## src/rtl/load_unit_pkg.sv

```systemverilog
// Shared definitions for the RV32I load executor: opcode/func3 encodings,
// FSM state type and the legality check applied when a load is launched.
package load_unit_pkg;

    localparam logic [6:0] OPC_LOAD = 7'b0000011;

    localparam logic [2:0] F3_LB  = 3'd0;
    localparam logic [2:0] F3_LH  = 3'd1;
    localparam logic [2:0] F3_LW  = 3'd2;
    localparam logic [2:0] F3_LBU = 3'd4;
    localparam logic [2:0] F3_LHU = 3'd5;

    typedef enum logic [2:0] {
        ST_IDLE,
        ST_REQ,
        ST_WAIT,
        ST_WB,
        ST_FAULT
    } state_t;

    // 1 when the load cannot be executed: unknown func3 or a misaligned half/word.
    function automatic logic load_bad(input logic [2:0] f3, input logic [1:0] lo);
        case (f3)
            F3_LB, F3_LBU: return 1'b0;
            F3_LH, F3_LHU: return lo[0];
            F3_LW:         return (lo != 2'b00);
            default:       return 1'b1;
        endcase
    endfunction

endpackage

```

## src/rtl/load_extract.sv

```systemverilog
// Lane select and sign/zero extension of a RAM word for RV32I loads.
// Purely combinational so it can be shared by later bypass paths.
module load_extract
    import load_unit_pkg::*;
(
    input  logic [2:0]  i_func3,
    input  logic [1:0]  i_lo,
    input  logic [31:0] i_word,
    output logic [31:0] o_result
);

    logic [7:0]  w_byte;
    logic [15:0] w_half;

    assign w_byte = i_word[{i_lo, 3'b000} +: 8];
    assign w_half = i_lo[1] ? i_word[31:16] : i_word[15:0];

    always_comb begin
        o_result = i_word;
        case (i_func3)
            F3_LB:   o_result = {{24{w_byte[7]}}, w_byte};
            F3_LBU:  o_result = {24'b0, w_byte};
            F3_LH:   o_result = {{16{w_half[15]}}, w_half};
            F3_LHU:  o_result = {16'b0, w_half};
            default: o_result = i_word;
        endcase
    end

endmodule

```

## src/rtl/load_unit.sv

```systemverilog
// Multi-cycle RV32I load executor: address generation, word read from data RAM
// with configurable latency, lane extraction and register-file writeback.
module load_unit
    import load_unit_pkg::*;
#(
    parameter int RAM_ADDR_W  = 8,
    parameter int RAM_LATENCY = 1
) (
    input  logic                  iCLK,
    input  logic                  iRST,
    input  logic                  iSTART,
    input  logic [31:0]           iIR,
    input  logic [31:0]           iREG_OUT1,
    output logic [4:0]            oRS1,
    output logic [4:0]            oRD,
    output logic [31:0]           oREG_IN,
    output logic                  oREG_WE,
    output logic                  oRAM_CE,
    output logic                  oRAM_RD,
    output logic                  oRAM_WR,
    output logic [RAM_ADDR_W-1:0] oRAM_ADDR,
    input  logic [31:0]           iRAM_DATA,
    output logic                  oBUSY,
    output logic                  oDONE,
    output logic                  oFAULT
);

    localparam int AW = RAM_ADDR_W + 2;
    localparam int CW = (RAM_LATENCY > 1) ? $clog2(RAM_LATENCY) : 1;

    state_t          r_state;
    logic [2:0]      r_func3;
    logic [4:0]      r_rd;
    logic [AW-1:0]   r_addr;
    logic [31:0]     r_data;
    logic [CW-1:0]   r_cnt;

    logic [31:0]     w_addr;
    logic [31:0]     w_ext;
    logic            w_unused;

    // Only the word address and byte offset are kept; higher bits wrap away.
    assign w_addr   = iREG_OUT1 + {{20{iIR[31]}}, iIR[31:20]};
    assign w_unused = &{1'b0, iIR[6:0], w_addr[31:AW]};

    always_ff @(posedge iCLK) begin
        if (iRST) begin
            r_state <= ST_IDLE;
            r_func3 <= '0;
            r_rd    <= '0;
            r_addr  <= '0;
            r_data  <= '0;
            r_cnt   <= '0;
        end else begin
            case (r_state)
                ST_IDLE: if (iSTART) begin
                    r_func3 <= iIR[14:12];
                    r_rd    <= iIR[11:7];
                    r_addr  <= w_addr[AW-1:0];
                    r_state <= load_bad(iIR[14:12], w_addr[1:0]) ? ST_FAULT : ST_REQ;
                end
                ST_REQ: begin
                    r_cnt   <= CW'(RAM_LATENCY - 1);
                    r_state <= ST_WAIT;
                end
                ST_WAIT: begin
                    if (r_cnt == '0) begin
                        r_data  <= iRAM_DATA;
                        r_state <= ST_WB;
                    end else begin
                        r_cnt <= r_cnt - 1'b1;
                    end
                end
                ST_WB, ST_FAULT: r_state <= ST_IDLE;
                default:         r_state <= ST_IDLE;
            endcase
        end
    end

    load_extract u_extract (
        .i_func3  (r_func3),
        .i_lo     (r_addr[1:0]),
        .i_word   (r_data),
        .o_result (w_ext)
    );

    assign oRS1      = iIR[19:15];
    assign oRD       = r_rd;
    assign oRAM_ADDR = r_addr[AW-1:2];
    assign oRAM_CE   = (r_state == ST_REQ) || (r_state == ST_WAIT);
    assign oRAM_RD   = oRAM_CE;
    assign oRAM_WR   = 1'b0;
    assign oBUSY     = (r_state != ST_IDLE);
    assign oDONE     = (r_state == ST_WB) || (r_state == ST_FAULT);
    assign oFAULT    = (r_state == ST_FAULT);
    assign oREG_WE   = (r_state == ST_WB) && (r_rd != 5'd0);
    assign oREG_IN   = (r_state == ST_WB) ? w_ext : 32'd0;

endmodule

```

## config.mk

```make
export PLATFORM = sky130hd
export DESIGN_NAME = load_unit
export DESIGN_NICKNAME = d
export VERILOG_FILES = /design/src/rtl/load_unit_pkg.sv /design/src/rtl/load_extract.sv /design/src/rtl/load_unit.sv
export SDC_FILE = /design/constraint.sdc
export NUM_CORES = 1
export LEC_CHECK = 0
export ABC_AREA = 1
export ABC_CLOCK_PERIOD_IN_PS = 1620
export CORE_MARGIN = 1.5
export CORE_UTILIZATION = 41
export DETAILED_ROUTE_END_ITERATION = 8
export PLACE_DENSITY = 0.91
export SLEW_MARGIN = 20
export SYNTH_ARGS = -nofsm -noshare
export SYNTH_HDL_FRONTEND = slang
export SYNTH_SLANG_ARGS = --single-unit
```

## constraint.sdc

```tcl
create_clock -name iCLK -period 1.62 [get_ports iCLK]
set_input_delay 0.243 -clock iCLK [delete_from_list [all_inputs] [get_ports iCLK]]
set_output_delay 0.243 -clock iCLK [all_outputs]
set_load 0.02 [all_outputs]
```

; ---- Word-level counts from Yosys, hierarchy flattened
; Cells that the tools add are included.
[classes]
addsub = 2
n_eq_ne = 13
shift = 1
mux = 13
bitwise_logic = 1
reduce_logical = 15
[op_table]
columns = operator, n
row1 = $pmux W32 S4, 1
row2 = $mux W32, 1
row3 = $shiftx A32 B6 Y8, 1
row4 = $mux W16, 1
row5 = $eq A3 B3 Y1 const B, 5
row6 = $add A10 B10 Y10, 1
row7 = $eq A3 B1 Y1 const B, 3
row8 = $eq A3 B2 Y1 const B, 3
row9 = $logic_not A3 Y1, 3
row10 = $mux W3, 3
row11 = $pmux W3 S3, 1
row12 = $reduce_and A2 Y1, 3
row13 = $reduce_bool A5 Y1, 1
row14 = $mux W1, 4
row15 = $ne A2 B2 Y1 const B, 2
row16 = $reduce_bool A2 Y1, 2
row17 = $reduce_or A2 Y1, 2
row18 = $pmux W1 S3, 1
row19 = $reduce_bool A3 Y1, 1
row20 = $logic_or A1 B1 Y1, 2
row21 = $pmux W1 S2, 1
row22 = $logic_and A1 B1 Y1, 1
row23 = $not A1 Y1, 1
row24 = $sub A1 B1 Y1 const B, 1
[word_totals]
register_bits = 54
in_bits = 99
word_cells = 51

; ---- Longest topological paths before layout
[logic_depth]
depth_word = 9
depth_mapped = 11
ltp_nobuf = 11

; ---- Hierarchy
; Synthesis repeated with hierarchy kept, for this count alone.
[unflattened]
cells_unflattened = 578
area_unflattened_um2 = 3612.2
[by_module_without_submodules]
columns = module, n_inst, cells_each, area_each_um2, seq_area_each_um2
row1 = load_unit, 1, 419, 2800.2, 1061.0
row2 = load_extract, 1, 159, 812.0, 0.0

; ---- Worst setup path before layout
; OpenSTA, ideal clock, no wires.
[synth_timing]
path_type = register to output
from = register r_func3[0]
to = output port oREG_IN[0]
arrival_time_ns = 1.420
slack_ns = -0.043
stages_incl_launch_ff = 6
path_buffers = 1
path_cell_list = dfxtp_1 clkbuf_1 inv_1 nand3_1 nor2_1 nor3_1
[synth_via]
elab_chain_len = 3
word_cells_on_any_way = 6
[synth_rtl]
columns = item, line
row1 = "start, declared", load_unit.sv:32  ; logic [2:0] r_func3;
row2 = "start signal, assigned", load_unit.sv:57  ; r_func3 <= iIR[14:12];
row3 = "$eq A3 B3 Y1, or another cell as far along", load_extract.sv:20  ; case (i_func3)
row4 = $pmux W32 S4 (*), load_extract.sv:20
row5 = $mux W32 (*), load_unit.sv:97  ; assign oREG_IN = (r_state == ST_WB) ? w_ext : 32'd0;
row6 = "end, declared", load_unit.sv:16  ; output logic [31:0] oREG_IN,
; Every way passes the cells marked *; elsewhere a longest branch is shown, timed or not.

; ---- Worst setup path after layout
[layout_timing]
from = register r_addr[1]
to = output port oREG_IN[26]
[layout_via]
elab_chain_len = 3
word_cells_on_any_way = 4
[layout_rtl]
columns = item, line
row1 = "start, declared", load_unit.sv:34  ; logic [AW-1:0] r_addr;
row2 = "start signal, assigned", load_unit.sv:59  ; r_addr <= w_addr[AW-1:0];
row3 = $shiftx A32 B6 Y8 or $mux W16 (tied branches), "load_extract.sv:15, load_extract.sv:16"
row4 = $pmux W32 S4 (*), load_extract.sv:20
row5 = $mux W32 (*), load_unit.sv:97
; Marks and branches as above.

==> impl_results.md <==
- Antenna violations before repair: 0
- Most frequent cells in the layout: nor2_1 (105), clkdlybuf4s50_1 (72), nand2_1 (68)
- Synth top area cells: dfxtp_1 (33%), nor2_1 (14%), nand2_1 (11%)
- Largest net degree at the start of global routing: 38
- Hold slack: roughly 0.44 ns
- Area of the core: 7687 um2
- Area after DPL: around 4700 um2
- Max cap viols: 0
- Violated checks: negative setup slack
- WP buf/inv: 4
- Reg2Reg Depth: 7
- Synth warn: 0
- Sw frac: around a third
- Internal power: between 2 and 3 mW
- Crit path max fanout: 5
- RSZ-0062 raised after global routing: true
- Min-delay src: iIR[20]
- P_sw: 1.469 mW
- Setup TNS: -11.49 ns
- Routed wire length: 13,230 um
- Yosys cell types: 32
- Fin crit period: 2.093 ns
- H-tree levels: 2
- Slew Limit Fails: 0
- Syn avg cell area: 6.344 um2
- Top cell type by total area after synthesis: dfxtp_1
- Skew final: 0.007979 ns
- Die ar.: 8481 um2
- Remaining Overflow, GRT: 0
- Number of DRC markers in iteration 0: approximately 330
- Rows: 32
- P&R area growth vs syn: 74.13%
- CP Cell Sequence: inv_4, buf_6, o211ai_1, nand3_4, nand3_4, buf_4, nor2_2, buf_4
- Slack of the worst reg-to-reg path: 0.09 ns
- DRC: 0
- Commonest non-fill, non-tap cell in the layout: nor2_1
- Initial Util: between 40 and 50%
- Chip Width: around 92 um
- Worst skew pair latency: approximately 0.32 ns
- Inserted Diodes: 0
- LEAKAGE: approximately 2.7 nW
- Final ANT Viol Nets: 0
- Hold WC Path Type: input pin to flip-flop
- Net Count, Synth: ~620
- HPWL Detailed: between 7000 and 8000 um
- Critical path arrival: 1.85 ns
- FILL cells: 543
- Worst reg2reg startpoint: r_state[0]$_SDFFE_PP0P_
- CTS root buf: clkbuf_8
- Hold buffer count at cts: 0
- TritonCTS buffer count: 5
- Die Y: roughly 92 um
- Clock-pin slew on the worst setup and hold paths: around 0.09 ns
- Buffers from clock root to sink, at most: 2
- Clock Power Share: between 20% and 30%
- Final core utilization: between 70% and 80%
- Sequential share of power: between 30% and 40%
- TritonCTS clock tree: built
- Vias: about 4,200
- Final setup fails: 34
- Status: finished, violations left
- GRT Util Overall: a little over a quarter
- Cells after Synth: just over 500
- # IOs: around 160
- Top Family by Delay on Critical Path: buffers and inverters
- Final Cycle Share: 129.2%
- Vias/cell: between 5 and 6
- Final hold vios: 0
- CP endpoint kind: primary output
- DR pass1 iterations: 5
- RR Endpoint: r_data[13]$_SDFFE_PP0P_
- Fin nets: 785
- Input/output buffers: approximately 110
- Share of layout cells above drive strength 1: between 30% and 40%
- Peak supply drop: about 0.45 mV
- Synth top area share: between 30% and 40%
- Global-route wire length before repair: approximately 18,000 um
- Worst setup startpoint: r_addr[1]$_SDFFE_PP0P_
- Post-synthesis sequential area ratio: around a third
- GPL Wtd Cong: ~0.95
- CP required: between 1 and 1.5 ns
- Final worst slack: -0.4732 ns
- Crit-path max cell delay: ~0.36 ns
- Crit-path slowest cell: dfxtp_2
- WHS Path Cells: 4
- Design area: roughly 5700 um2
- Clock sink count: 53
- Pwr Density: 763.6 nW/um2
- Fmax: around 480 MHz
- Kind of critical path: flip-flop to primary output
- Yosys reg bits: 53
- Detailed-route wire length per cell: 16.98 um
- Comb pwr share: 39.3%
- Hold-critical path endpoint: r_addr[0]$_SDFFE_PP0P_
- Post-Syn Area: 3254 um2
- Number of global-route vias before repair: between 3,000 and 4,000
- Worst setup SP type: flip-flop
==> logic make-up after synthesis <==
group	share of synthesized area, %
DFF	32.60
xor gates and xnor gates	1.077
and+or+nand+nor	34.22
buffers and inverters	12.15
adders and majority gates	4.075
AOI/OAI and AO/OA	15.76
other	0.1152
==> worst max-delay path by stage <==
stage / to / cells after the start / slack [ns]
after floorplan: oREG_IN[21] / 10 / 0.07
after global placement: oREG_IN[18] / 6 / -0.37
after detailed placement: oREG_IN[28] / 9 / -0.48
after CTS: oREG_IN[23] / 8 / -0.37
after global routing: oREG_IN[26] / 8 / -0.53
final: oREG_IN[26] / 8 / -0.47
==> synthesized netlist by cell type <==
| cell type | n |
|---|---|
| o211ai_1 | 2 |
| nand2_1 | 92 |
| fa_1 | 1 |
| ha_1 | 9 |
| inv_1 | 39 |
| o21bai_1 | 2 |
| nand2_2 | 1 |
| nor2_1 | 120 |
| clkbuf_1 | 14 |
| a21o_1 | 1 |
| nand3_4 | 2 |
| o21ai_0 | 57 |
| nor2_2 | 13 |
| xor2_1 | 3 |
| buf_4 | 15 |
| nand4_1 | 2 |
| xnor2_1 | 1 |
| nor4_1 | 1 |
| inv_2 | 3 |
| clkinv_1 | 1 |
| o21ai_1 | 3 |
| a21oi_1 | 25 |
| conb_1 | 1 |
| o21a_1 | 5 |
| nand2_4 | 1 |
| o22ai_1 | 2 |
| inv_4 | 1 |
| buf_2 | 8 |
| buf_6 | 2 |
| dfxtp_1 | 53 |
| nand3_1 | 25 |
| nor3_1 | 8 |
==> layout make-up <==
cell class                      count  area, um2  area share (%)
Clock buffer                        5      68.82           1.214
Clock inverter                      3      68.82           1.214
Inverter                           44      182.7           3.224
Multi-Input combinational cell    378       2201           38.84
Sequential cell                    53       1074           18.94
Tap cell                          102      127.6           2.252
Timing Repair Buffer              194       1944           34.31
==> through the flow <==
step                power, mW  setup slack, ns  cells
floorplan               2.268          0.06534    513
global placement        2.759          -0.3674    739
detailed placement      2.806          -0.4776    739
CTS                     4.018          -0.3712    769
global route            4.508          -0.5304    779
finish                  4.327          -0.4732    779
==> worst min-delay path, cell delays in order <==
cell and delay [ns]:
dlymetal6s2s_1 0.10, ha_2 0.20, o21ai_0 0.09, a21oi_1 0.10
==> flip-flops by register name (all words and copies together) (netlist names) <==
| register | flops |
|---|---|
| oRD | 5 |
| r_addr | 10 |
| r_state | 3 |
| r_func3 | 3 |
| r_data | 32 |
==> timing repair <==
action / CTS / global route
hold endpoints to repair: 0 / 0
gates cloned: 3 / 1
buffers inserted: 19 / 14
pin swaps: 20 / 35
setup endpoints to repair: 41 / 46
resized for setup: 275 / 105
==> per-layer routing <==
layer  up-vias  global-route usage, %  wire (um)
met1      1948                  29.04       4776
met3        65                  6.219       1048
li1       1957                      -          -
met2       252                  50.56       6622
met5         -                      0          0
met4         0                  13.21        784
==> power groups by stage <==
stage / Combinational (mW) / Sequential (mW) / Clock, mW
floorplan: 0.737 / 1.53 / 0
detailed placement: 1.27 / 1.54 / 0
global placement: 1.23 / 1.53 / 0
global route: 1.81 / 1.54 / 1.15
CTS: 1.41 / 1.52 / 1.09
finish: 1.70 / 1.54 / 1.09
Power figures use the tool's default switching activity.
